File: src/rtl/execute_stage_muldiv.sv
// RV32IM execute stage: 1-cycle ALU plus multi-cycle MUL/DIV unit feeding the EX/MEM register.
// Latency: ALU 1 edge; M ops stall upstream and send bubbles to EX/MEM until the DONE cycle captures.
module execute_stage_muldiv #(
  parameter int DIV_BITS_PER_CYCLE = 1
) (
  input  logic        clk,
  input  logic        arstn,
  input  logic [3:0]  aluControlEX,
  input  logic [31:0] operandAEX,
  input  logic [31:0] operandBEX,
  input  logic        mulDivEnEX,
  input  logic [2:0]  mulDivOpEX,
  input  logic        loadSignalEX,
  input  logic        storeSignalEX,
  input  logic        rdWriteEnEX,
  input  logic [2:0]  loadStoreByteSelectEX,
  input  logic [4:0]  rdAddrEX,
  input  logic [1:0]  destinationSelectEX,
  input  logic [31:0] storeDataEX,
  input  logic [31:0] pcEX,
  input  logic        flushEX,
  output logic        stallEX,
  output logic [31:0] aluResultMEM,
  output logic [31:0] pcPlus4MEM,
  output logic [31:0] storeDataMEM,
  output logic        loadSignalMEM,
  output logic        storeSignalMEM,
  output logic [2:0]  loadStoreByteSelectMEM,
  output logic [4:0]  rdAddrMEM,
  output logic        rdWriteEnMEM,
  output logic [1:0]  destinationSelectMEM
);

  localparam logic [3:0] ALU_ADD    = 4'd0;
  localparam logic [3:0] ALU_SUB    = 4'd1;
  localparam logic [3:0] ALU_SLL    = 4'd2;
  localparam logic [3:0] ALU_SLT    = 4'd3;
  localparam logic [3:0] ALU_SLTU   = 4'd4;
  localparam logic [3:0] ALU_XOR    = 4'd5;
  localparam logic [3:0] ALU_SRL    = 4'd6;
  localparam logic [3:0] ALU_SRA    = 4'd7;
  localparam logic [3:0] ALU_OR     = 4'd8;
  localparam logic [3:0] ALU_AND    = 4'd9;
  localparam logic [3:0] ALU_PASS_B = 4'd10;

  localparam logic [2:0] MD_MUL   = 3'd0;
  localparam logic [2:0] MD_MULH  = 3'd1;
  localparam logic [2:0] MD_MULHU = 3'd3;

  localparam logic [2:0] FUNCT3_BYTE = 3'b000;
  localparam logic [1:0] WB_SEL_ALU  = 2'b00;

  localparam logic [1:0] S_IDLE = 2'd0;
  localparam logic [1:0] S_MUL  = 2'd1;
  localparam logic [1:0] S_DIV  = 2'd2;
  localparam logic [1:0] S_DONE = 2'd3;

  localparam logic [5:0] DIV_STEPS = 6'(32 / DIV_BITS_PER_CYCLE);

  logic [1:0]  state;
  logic [2:0]  op_q;
  logic [31:0] quo;
  logic [31:0] rem;
  logic [31:0] dvsr;
  logic        neg_q;
  logic        neg_r;
  logic [5:0]  cnt;

  logic [31:0] alu_res;
  logic [31:0] md_res;
  logic        div_signed;
  logic        div_zero;
  logic        div_ovf;
  logic [31:0] a_mag;
  logic [31:0] b_mag;
  logic [32:0] a_ext;
  logic [32:0] b_ext;
  logic signed [63:0] prod;
  logic [31:0] nq;
  logic [31:0] nr;
  logic [32:0] tr;

  assign stallEX = mulDivEnEX & (state != S_DONE) & ~flushEX;

  always_comb begin
    alu_res = '0;
    case (aluControlEX)
      ALU_ADD:    alu_res = operandAEX + operandBEX;
      ALU_SUB:    alu_res = operandAEX - operandBEX;
      ALU_SLL:    alu_res = operandAEX << operandBEX[4:0];
      ALU_SLT:    alu_res = {31'b0, $signed(operandAEX) < $signed(operandBEX)};
      ALU_SLTU:   alu_res = {31'b0, operandAEX < operandBEX};
      ALU_XOR:    alu_res = operandAEX ^ operandBEX;
      ALU_SRL:    alu_res = operandAEX >> operandBEX[4:0];
      ALU_SRA:    alu_res = $signed(operandAEX) >>> operandBEX[4:0];
      ALU_OR:     alu_res = operandAEX | operandBEX;
      ALU_AND:    alu_res = operandAEX & operandBEX;
      ALU_PASS_B: alu_res = operandBEX;
      default:    alu_res = '0;
    endcase
  end

  // Divide decode is only consumed in IDLE, where the EX inputs are the new op.
  assign div_signed = ~mulDivOpEX[0];
  assign div_zero   = (operandBEX == 32'h0);
  assign div_ovf    = div_signed & (operandAEX == 32'h8000_0000) & (operandBEX == 32'hFFFF_FFFF);
  assign a_mag      = (div_signed & operandAEX[31]) ? -operandAEX : operandAEX;
  assign b_mag      = (div_signed & operandBEX[31]) ? -operandBEX : operandBEX;

  assign a_ext = {(op_q != MD_MULHU) & quo[31], quo};
  assign b_ext = {((op_q == MD_MUL) | (op_q == MD_MULH)) & dvsr[31], dvsr};
  assign prod  = $signed(a_ext) * $signed(b_ext);

  always_comb begin
    nq = quo;
    nr = rem;
    tr = '0;
    for (int i = 0; i < DIV_BITS_PER_CYCLE; i++) begin
      tr = {nr, nq[31]};
      nq = {nq[30:0], 1'b0};
      if (tr >= {1'b0, dvsr}) begin
        tr    = tr - {1'b0, dvsr};
        nq[0] = 1'b1;
      end
      nr = tr[31:0];
    end
  end

  always_comb begin
    if (!op_q[2])      md_res = quo;
    else if (!op_q[1]) md_res = neg_q ? -quo : quo;
    else               md_res = neg_r ? -rem : rem;
  end

  always_ff @(posedge clk or negedge arstn) begin
    if (!arstn) begin
      state <= S_IDLE;
      op_q  <= '0;
      quo   <= '0;
      rem   <= '0;
      dvsr  <= '0;
      neg_q <= 1'b0;
      neg_r <= 1'b0;
      cnt   <= '0;
    end else if (flushEX) begin
      state <= S_IDLE;
    end else begin
      case (state)
        S_IDLE: if (mulDivEnEX) begin
          op_q <= mulDivOpEX;
          if (!mulDivOpEX[2]) begin
            quo   <= operandAEX;
            dvsr  <= operandBEX;
            state <= S_MUL;
          end else if (div_zero || div_ovf) begin
            // Special cases preload their answer and pass through one empty DIV cycle.
            quo   <= div_zero ? 32'hFFFF_FFFF : 32'h8000_0000;
            rem   <= div_zero ? operandAEX : 32'h0;
            neg_q <= 1'b0;
            neg_r <= 1'b0;
            cnt   <= '0;
            state <= S_DIV;
          end else begin
            quo   <= a_mag;
            dvsr  <= b_mag;
            rem   <= '0;
            neg_q <= div_signed & (operandAEX[31] ^ operandBEX[31]);
            neg_r <= div_signed & operandAEX[31];
            cnt   <= DIV_STEPS;
            state <= S_DIV;
          end
        end
        S_MUL: begin
          quo   <= (op_q == MD_MUL) ? prod[31:0] : prod[63:32];
          state <= S_DONE;
        end
        S_DIV: begin
          if (cnt == 6'd0) begin
            state <= S_DONE;
          end else begin
            quo <= nq;
            rem <= nr;
            cnt <= cnt - 6'd1;
          end
        end
        default: state <= S_IDLE;
      endcase
    end
  end

  always_ff @(posedge clk or negedge arstn) begin
    if (!arstn) begin
      aluResultMEM           <= '0;
      pcPlus4MEM             <= '0;
      storeDataMEM           <= '0;
      loadSignalMEM          <= 1'b0;
      storeSignalMEM         <= 1'b0;
      loadStoreByteSelectMEM <= FUNCT3_BYTE;
      rdAddrMEM              <= '0;
      rdWriteEnMEM           <= 1'b0;
      destinationSelectMEM   <= WB_SEL_ALU;
    end else if (flushEX || (mulDivEnEX && state != S_DONE)) begin
      loadSignalMEM  <= 1'b0;
      storeSignalMEM <= 1'b0;
      rdWriteEnMEM   <= 1'b0;
    end else begin
      aluResultMEM           <= mulDivEnEX ? md_res : alu_res;
      pcPlus4MEM             <= pcEX + 32'd4;
      storeDataMEM           <= storeDataEX;
      loadSignalMEM          <= loadSignalEX;
      storeSignalMEM         <= storeSignalEX;
      loadStoreByteSelectMEM <= loadStoreByteSelectEX;
      rdAddrMEM              <= rdAddrEX;
      rdWriteEnMEM           <= rdWriteEnEX;
      destinationSelectMEM   <= destinationSelectEX;
    end
  end

endmodule

File: config.mk
export PLATFORM = sky130hd
export DESIGN_NAME = execute_stage_muldiv
export DESIGN_NICKNAME = d
export VERILOG_FILES = /design/src/rtl/execute_stage_muldiv.sv
export SDC_FILE = /design/constraint.sdc
export NUM_CORES = 2
export LEC_CHECK = 0
export CAP_MARGIN = 20
export CELL_PAD_IN_SITES_DETAIL_PLACEMENT = 0
export CELL_PAD_IN_SITES_GLOBAL_PLACEMENT = 1
export CORE_ASPECT_RATIO = 1.2
export CORE_MARGIN = 4
export CORE_UTILIZATION = 35
export CTS_BUF_LIST = sky130_fd_sc_hd__clkbuf_4
export CTS_CLUSTER_DIAMETER = 150
export DETAILED_ROUTE_END_ITERATION = 10
export GPL_ROUTABILITY_DRIVEN = 0
export PLACE_DENSITY = 0.59
export SLEW_MARGIN = 20
export SYNTH_ARGS = -nofsm -noshare
export SYNTH_HDL_FRONTEND = slang
export SYNTH_SLANG_ARGS = --single-unit
File: constraint.sdc
create_clock -name clk -period 11.91 [get_ports clk]
set_input_delay 2.382 -clock clk [delete_from_list [all_inputs] [get_ports clk]]
set_output_delay 2.382 -clock clk [all_outputs]
set_load 0.05 [all_outputs]
# ---- Word level (Yosys, flattened, before mapping)
# Index checks and enable logic that the tools add are counted.
dict set report op_classes {
  muxes 40
  mul 1
  n_eq_ne 23
  add_sub_neg 9
  bitwise 16
  shifts 3
  order_cmp 3
  reduce_logical 16
}
# cell count
set op_table {}
lappend op_table {{32-bit two-way mux} 20}
lappend op_table {{32-bit case mux with 11 select lines} 1}
lappend op_table {{32-bit negation} 4}
lappend op_table {{32-bit case mux with 3 select lines} 1}
lappend op_table {{32-bit == test (second input constant)} 2}
lappend op_table {{32-bit < comparator} 2}
lappend op_table {{33-bit by 33-bit multiplier with 64-bit output} 1}
lappend op_table {{32-bit case mux with 2 select lines} 1}
lappend op_table {{32-bit subtractor} 2}
lappend op_table {{33-bit by 32-bit greater-or-equal comparator with 1-bit output} 1}
lappend op_table {{32-bit by 3-bit adder with 32-bit output (second input constant)} 1}
lappend op_table {{32-bit adder} 1}
lappend op_table {{32-bit AND} 1}
lappend op_table {{32-bit zero test} 1}
lappend op_table {{32-bit OR} 1}
lappend op_table {{32-bit by 5-bit << shifter with 32-bit output} 1}
lappend op_table {{32-bit by 5-bit >> shifter with 32-bit output} 1}
lappend op_table {{32-bit by 5-bit >>> shifter with 32-bit output} 1}
lappend op_table {{32-bit bitwise XOR} 1}
lappend op_table {{31-bit two-way mux} 1}
lappend op_table {{6-bit two-way mux} 4}
lappend op_table {{4-bit by 3-bit == test with 1-bit output (second input constant)} 4}
lappend op_table {{4-bit == test (second input constant)} 3}
lappend op_table {{6-bit case mux with 2 select lines} 1}
lappend op_table {{other kinds (28)} 54}
dict set report totals {
  input_bits 152
  regBits 218
}

# ---- Logic depth before layout (Yosys ltp)
dict set report depth {
  word_depth 8
  ltp_mapped 33
  mapped_depth_nobuf 29
}

# ---- Least setup slack after synthesis
# No wires, ideal clock.
dict set report synth_path {
  kind {reg-to-reg}
  from {reg op_q[1]}
  to {reg quo[30]}
  stages_incl_launch_ff 30
  setup_ns 0.121
  period_less_slack_ns 8.306
  arrival_time_ns 8.186
  path_slack_ns 3.604
  n_path_buf 3
  cell_sequence {dfrtp_1 > clkbuf_1 > nand3b_1 > and2_1 > clkbuf_1 > clkbuf_1 > nand2_1 > fa_1 > fa_1 > inv_1 > fa_1 > inv_1 > fa_1 > inv_1 > fa_1 > fa_1 > fa_1 > inv_1 > fa_1 > inv_1 > ha_1 > a21o_1 > a21o_1 > a21o_1 > a211oi_1 > and2_1 > a21oi_1 > mux2i_1 > nand3_1 > a22o_1}
}
dict set report synth_via {
  elab_chain_cells 6
  word_cells_on_any_way 9
  classes_between {1 x mul; 2 x eq/ne; 2 x mux; 3 x bitwise; 1 x reduce/logical}
}
# item line
set synth_lines {}
lappend synth_lines {{from (decl)} 61} ;# logic [2:0] op_q;
lappend synth_lines {{from (signal assigned)} 150} ;# op_q <= mulDivOpEX;
lappend synth_lines {{3-bit by 1-bit == test with 1-bit output or 3-bit zero test (tied branches)} {111, 174}}
lappend synth_lines {{1-bit OR} 111} ;# assign b_ext = {((op_q == MD_MUL) | (op_q == MD_MULH)) & dvsr[31], dvsr};
lappend synth_lines {{1-bit AND} 111}
lappend synth_lines {{33-bit by 33-bit multiplier with 64-bit output} 112} ;# assign prod = $signed(a_ext) * $signed(b_ext);
lappend synth_lines {{32-bit two-way mux *} 174} ;# quo <= (op_q == MD_MUL) ? prod[31:0] : prod[63:32];
lappend synth_lines {{32-bit case mux with 3 select lines *} 148} ;# case (state)
lappend synth_lines {{to (signal assigned)} 152} ;# quo <= operandAEX;
lappend synth_lines {{to (signal assigned)} 174}
lappend synth_lines {{to (signal assigned)} 181} ;# quo <= nq;
lappend synth_lines {{to (decl)} 62} ;# logic [31:0] quo;
# Mark *: on every way between the ends. The rest lies on a longest branch, timed or not.
# A chain may end at the register's enable or synchronous reset.

# ---- Worst setup path after layout
dict set report layout_path {
  from {reg quo[17]}
  to {reg quo[25]}
}
dict set report layout_via {
  elab_chain_cells 3
}
# item line
set layout_lines {}
lappend layout_lines {{from (signal assigned)} 152}
lappend layout_lines {{from (signal assigned)} 157} ;# quo <= div_zero ? 32'hFFFF_FFFF : 32'h8000_0000;
lappend layout_lines {{from (signal assigned)} 164} ;# quo <= a_mag;
lappend layout_lines {{33-bit by 33-bit multiplier with 64-bit output} 112}
lappend layout_lines {{32-bit two-way mux} 174}
lappend layout_lines {{32-bit case mux with 3 select lines} 148}
# No other way between the ends.

==> flow_summary_export.csv <==
group,metric,value,unit
clock_tree,post_cts_buffers,0,
route,wire_per_inst,28.14,um
global_routing,grt_max_degree,97,
route,avgViaCountPerCell,5.655,
yosys,synthTopCellsByArea,"fa_1, dfrtp_1, inv_1",
sta,drv_slew,0,
global_routing,grt_antenna_before_repair,14,
clock_tree,h-tree-depth,3,
sta,setup_violations,0,
place,dp.final_hpwl,217300,um
sta,rsz0062_at_grt,"no",
route,dr.first_iter.drc_count,4764,
yosys,syn_area,62100,sq um
global_routing,grt_pass1_vias,59660,
yosys,synth_seq_cells,218,
place,portBuffers,261,
global_routing,grt_pass1_wl,410900,um
yosys,yosysTopAreaCell,"fa_1",
flow_run,cap_violations,0,
clock_tree,cts-root-buf,"clkbuf_4",
sta,fmax,106.7,MHz
clock_tree,cts_buffers,69,
status,outcome,"completed",
global_routing,grt_overflow_total,0,
yosys,yosysSeqAreaShare,8.784,%
clock_tree,cts_resized,0,
die,dieArea,184300,sq um
yosys,synth_top_cell_area_share,36.36,%
setup_path,required,12730,ps
clock_tree,cts_tree,"built",
sta,tns,0,ps
clock_tree,clkTransAtPathRegs,70,ps
setup_path,crit_arrival,10190,ps
setup_path,cp-start-kind,"flop",
yosys,synth_most_common_cell,"inv_1",
route,ant_nets,0,
sta,fin_crit_sh,78.66,%
route,totalWireLength,280100,um
global_routing,track_usage,30.42,%
die,rows,169,
final_layout,final_util,38.69,%
sta,holdWs,471.6,ps
die,die_h,469.4,um
sta,clock_skew,75.68,ps
final_layout,nNetsFinal,9214,
yosys,syn_nets,9175,
yosys,synthTopCellsByCount,"inv_1, nand2_1, fa_1, nor2_1, clkbuf_1",
route,drc,0,
yosys,ys.flop_type,"dfrtp_1",
place,placedInstanceArea,67330,sq um
min_path,hp-class,"reg -> reg",
yosys,avgSynthCellArea,8.235,sq um
sta,finalHoldViolCount,0,
sta,min_period,9368,ps
clock_tree,clockBufferDepth,3,
yosys,ys_warn_count,0,
yosys,synth_edf_count,0,
clock_tree,insertion_delay,930,ps
final_layout,stdcell_area,68310,sq um
die,fp.dieW,392.5,um
die,io_pins,262,
die,core-area,176600,sq um
route,dr.pass1.iters,8,
yosys,synth_cell_types,86,
clock_tree,clock-sinks,218,
setup_path,worst_setup_path_end_kind,"flop",
setup_path,crit_fanout,28,
final_layout,area.growth.synth_to_final,9.987,%
sta,max-slew-margin-rel,12.53,%
sta,tightest_slew,1309,ps
clock_tree,cts_hold_buf,0,
yosys,synthArstFlopShare,100.0,%
die,initial_core_util,35.17,%
setup_path,crit_type,"reg -> reg",
yosys,synthCells,7541,
final_layout,drive_above_1_share,6.433,%
route,via_count,56290,
-- critical path, cell delays in order, from the launching register on --
cell and delay, ps:
dfrtp_2 940, buf_4 430, and2_1 190, fa_1 420
inv_1 90, fa_1 390, inv_1 80, fa_1 460
fa_1 550, inv_1 50, fa_1 490, fa_1 550
inv_1 50, fa_1 500, fa_1 450, ha_1 390
nand2_1 70, o21ai_0 410, o31ai_1 240, or4_1 440
a21oi_1 480, o21ai_0 340, a31oi_1 480, o2111ai_1 160
mux2_2 300, o31ai_1 280
-- stage by stage --
stage	worst slack, ps	instances
after detailed placement	2108	9816
after global placement	2256	9816
after floorplan	3604	7541
after CTS	2073	9939
final	2542	9953
after global routing	1943	9946
-- cell families after synthesis --
group / synth area share (%)
flip-flops: 8.784
AO/OA/AOI/OAI: 13.62
AND/OR/NAND/NOR: 16.68
XOR/XNOR: 2.510
multiplexers: 3.602
buffers and inverters: 11.30
adder cells (fa/ha/maj): 43.49
-- area by class of cell --
type / count / area (sq um)
Inverter: 1376 / 5165
Antenna cell: 13 / 32.53
Timing Repair Buffer: 454 / 4056
Clock buffer: 101 / 758.2
Fill cell: 18410 / 108300
Clock inverter: 22 / 167.7
Tap cell: 2308 / 2888
Sequential cell: 218 / 5492
Multi-Input combinational cell: 5461 / 49750
-- per-layer routing --
layer / vias to the layer above / track usage, % / wire length, um / share of wire, %
li1: 24120 / - / - / -
met1: 28840 / 36.47 / 105400 / 38
met2: 2582 / 50.49 / 133000 / 47
met3: 747 / 5.570 / 20240 / 7.2
met4: 2 / 18.71 / 21420 / 7.6
met5: - / 0 / 7 / 0.0025
-- flip-flops by register name, summed over array words and instances (netlist names) --
| name | count |
|---|---|
| aluResultMEM | 32 |
| dvsr | 32 |
| pcPlus4MEM | 32 |
| quo | 32 |
| rem | 32 |
| storeDataMEM | 32 |
| cnt | 6 |
| rdAddrMEM | 5 |
| loadStoreByteSelectMEM | 3 |
| op_q | 3 |
| destinationSelectMEM | 2 |
| state | 2 |
| loadSignalMEM | 1 |
| neg_q | 1 |
| neg_r | 1 |
| rdWriteEnMEM | 1 |
| storeSignalMEM | 1 |
-- final timing paths --
path	start	endpoint	slack, ps	cells after the start
max	quo[17]$_DFFE_PN0P_	quo[25]$_DFFE_PN0P_	2540	25
min	storeDataMEM[24]$_DFFE_PN0N_	storeDataMEM[24]$_DFFE_PN0N_	470	2
max reg2reg	quo[17]$_DFFE_PN0P_	quo[25]$_DFFE_PN0P_	2540	25
min reg2reg	storeDataMEM[24]$_DFFE_PN0N_	storeDataMEM[24]$_DFFE_PN0N_	470	2
max in group asynchronous	arstn	dvsr[24]$_DFFE_PN0P_	8440	3
min in group asynchronous	arstn	pcPlus4MEM[12]$_DFFE_PN0N_	1420	1
-- cell usage in the layout (no fill, tap or decap), drive strengths merged, types with 62 or more instances in the layout --
master / netlist / routed
fa: 1128 / 1128
nor2: 443 / 443
buf: 55 / 197
nand3: 63 / 63
mux4: 64 / 64
nand2: 1272 / 1272
inv: 1365 / 1368
clkdlybuf4s50: 0 / 257
o21ai: 335 / 335
nor3: 106 / 106
clkbuf: 431 / 101
dfrtp: 218 / 218
a21oi: 317 / 317
xnor2: 133 / 133
ha: 354 / 354
and2: 195 / 195
a21o: 62 / 62
Power is not shown: default switching activity piles up to over one toggle a cycle in this logic, so the estimate is an artifact.
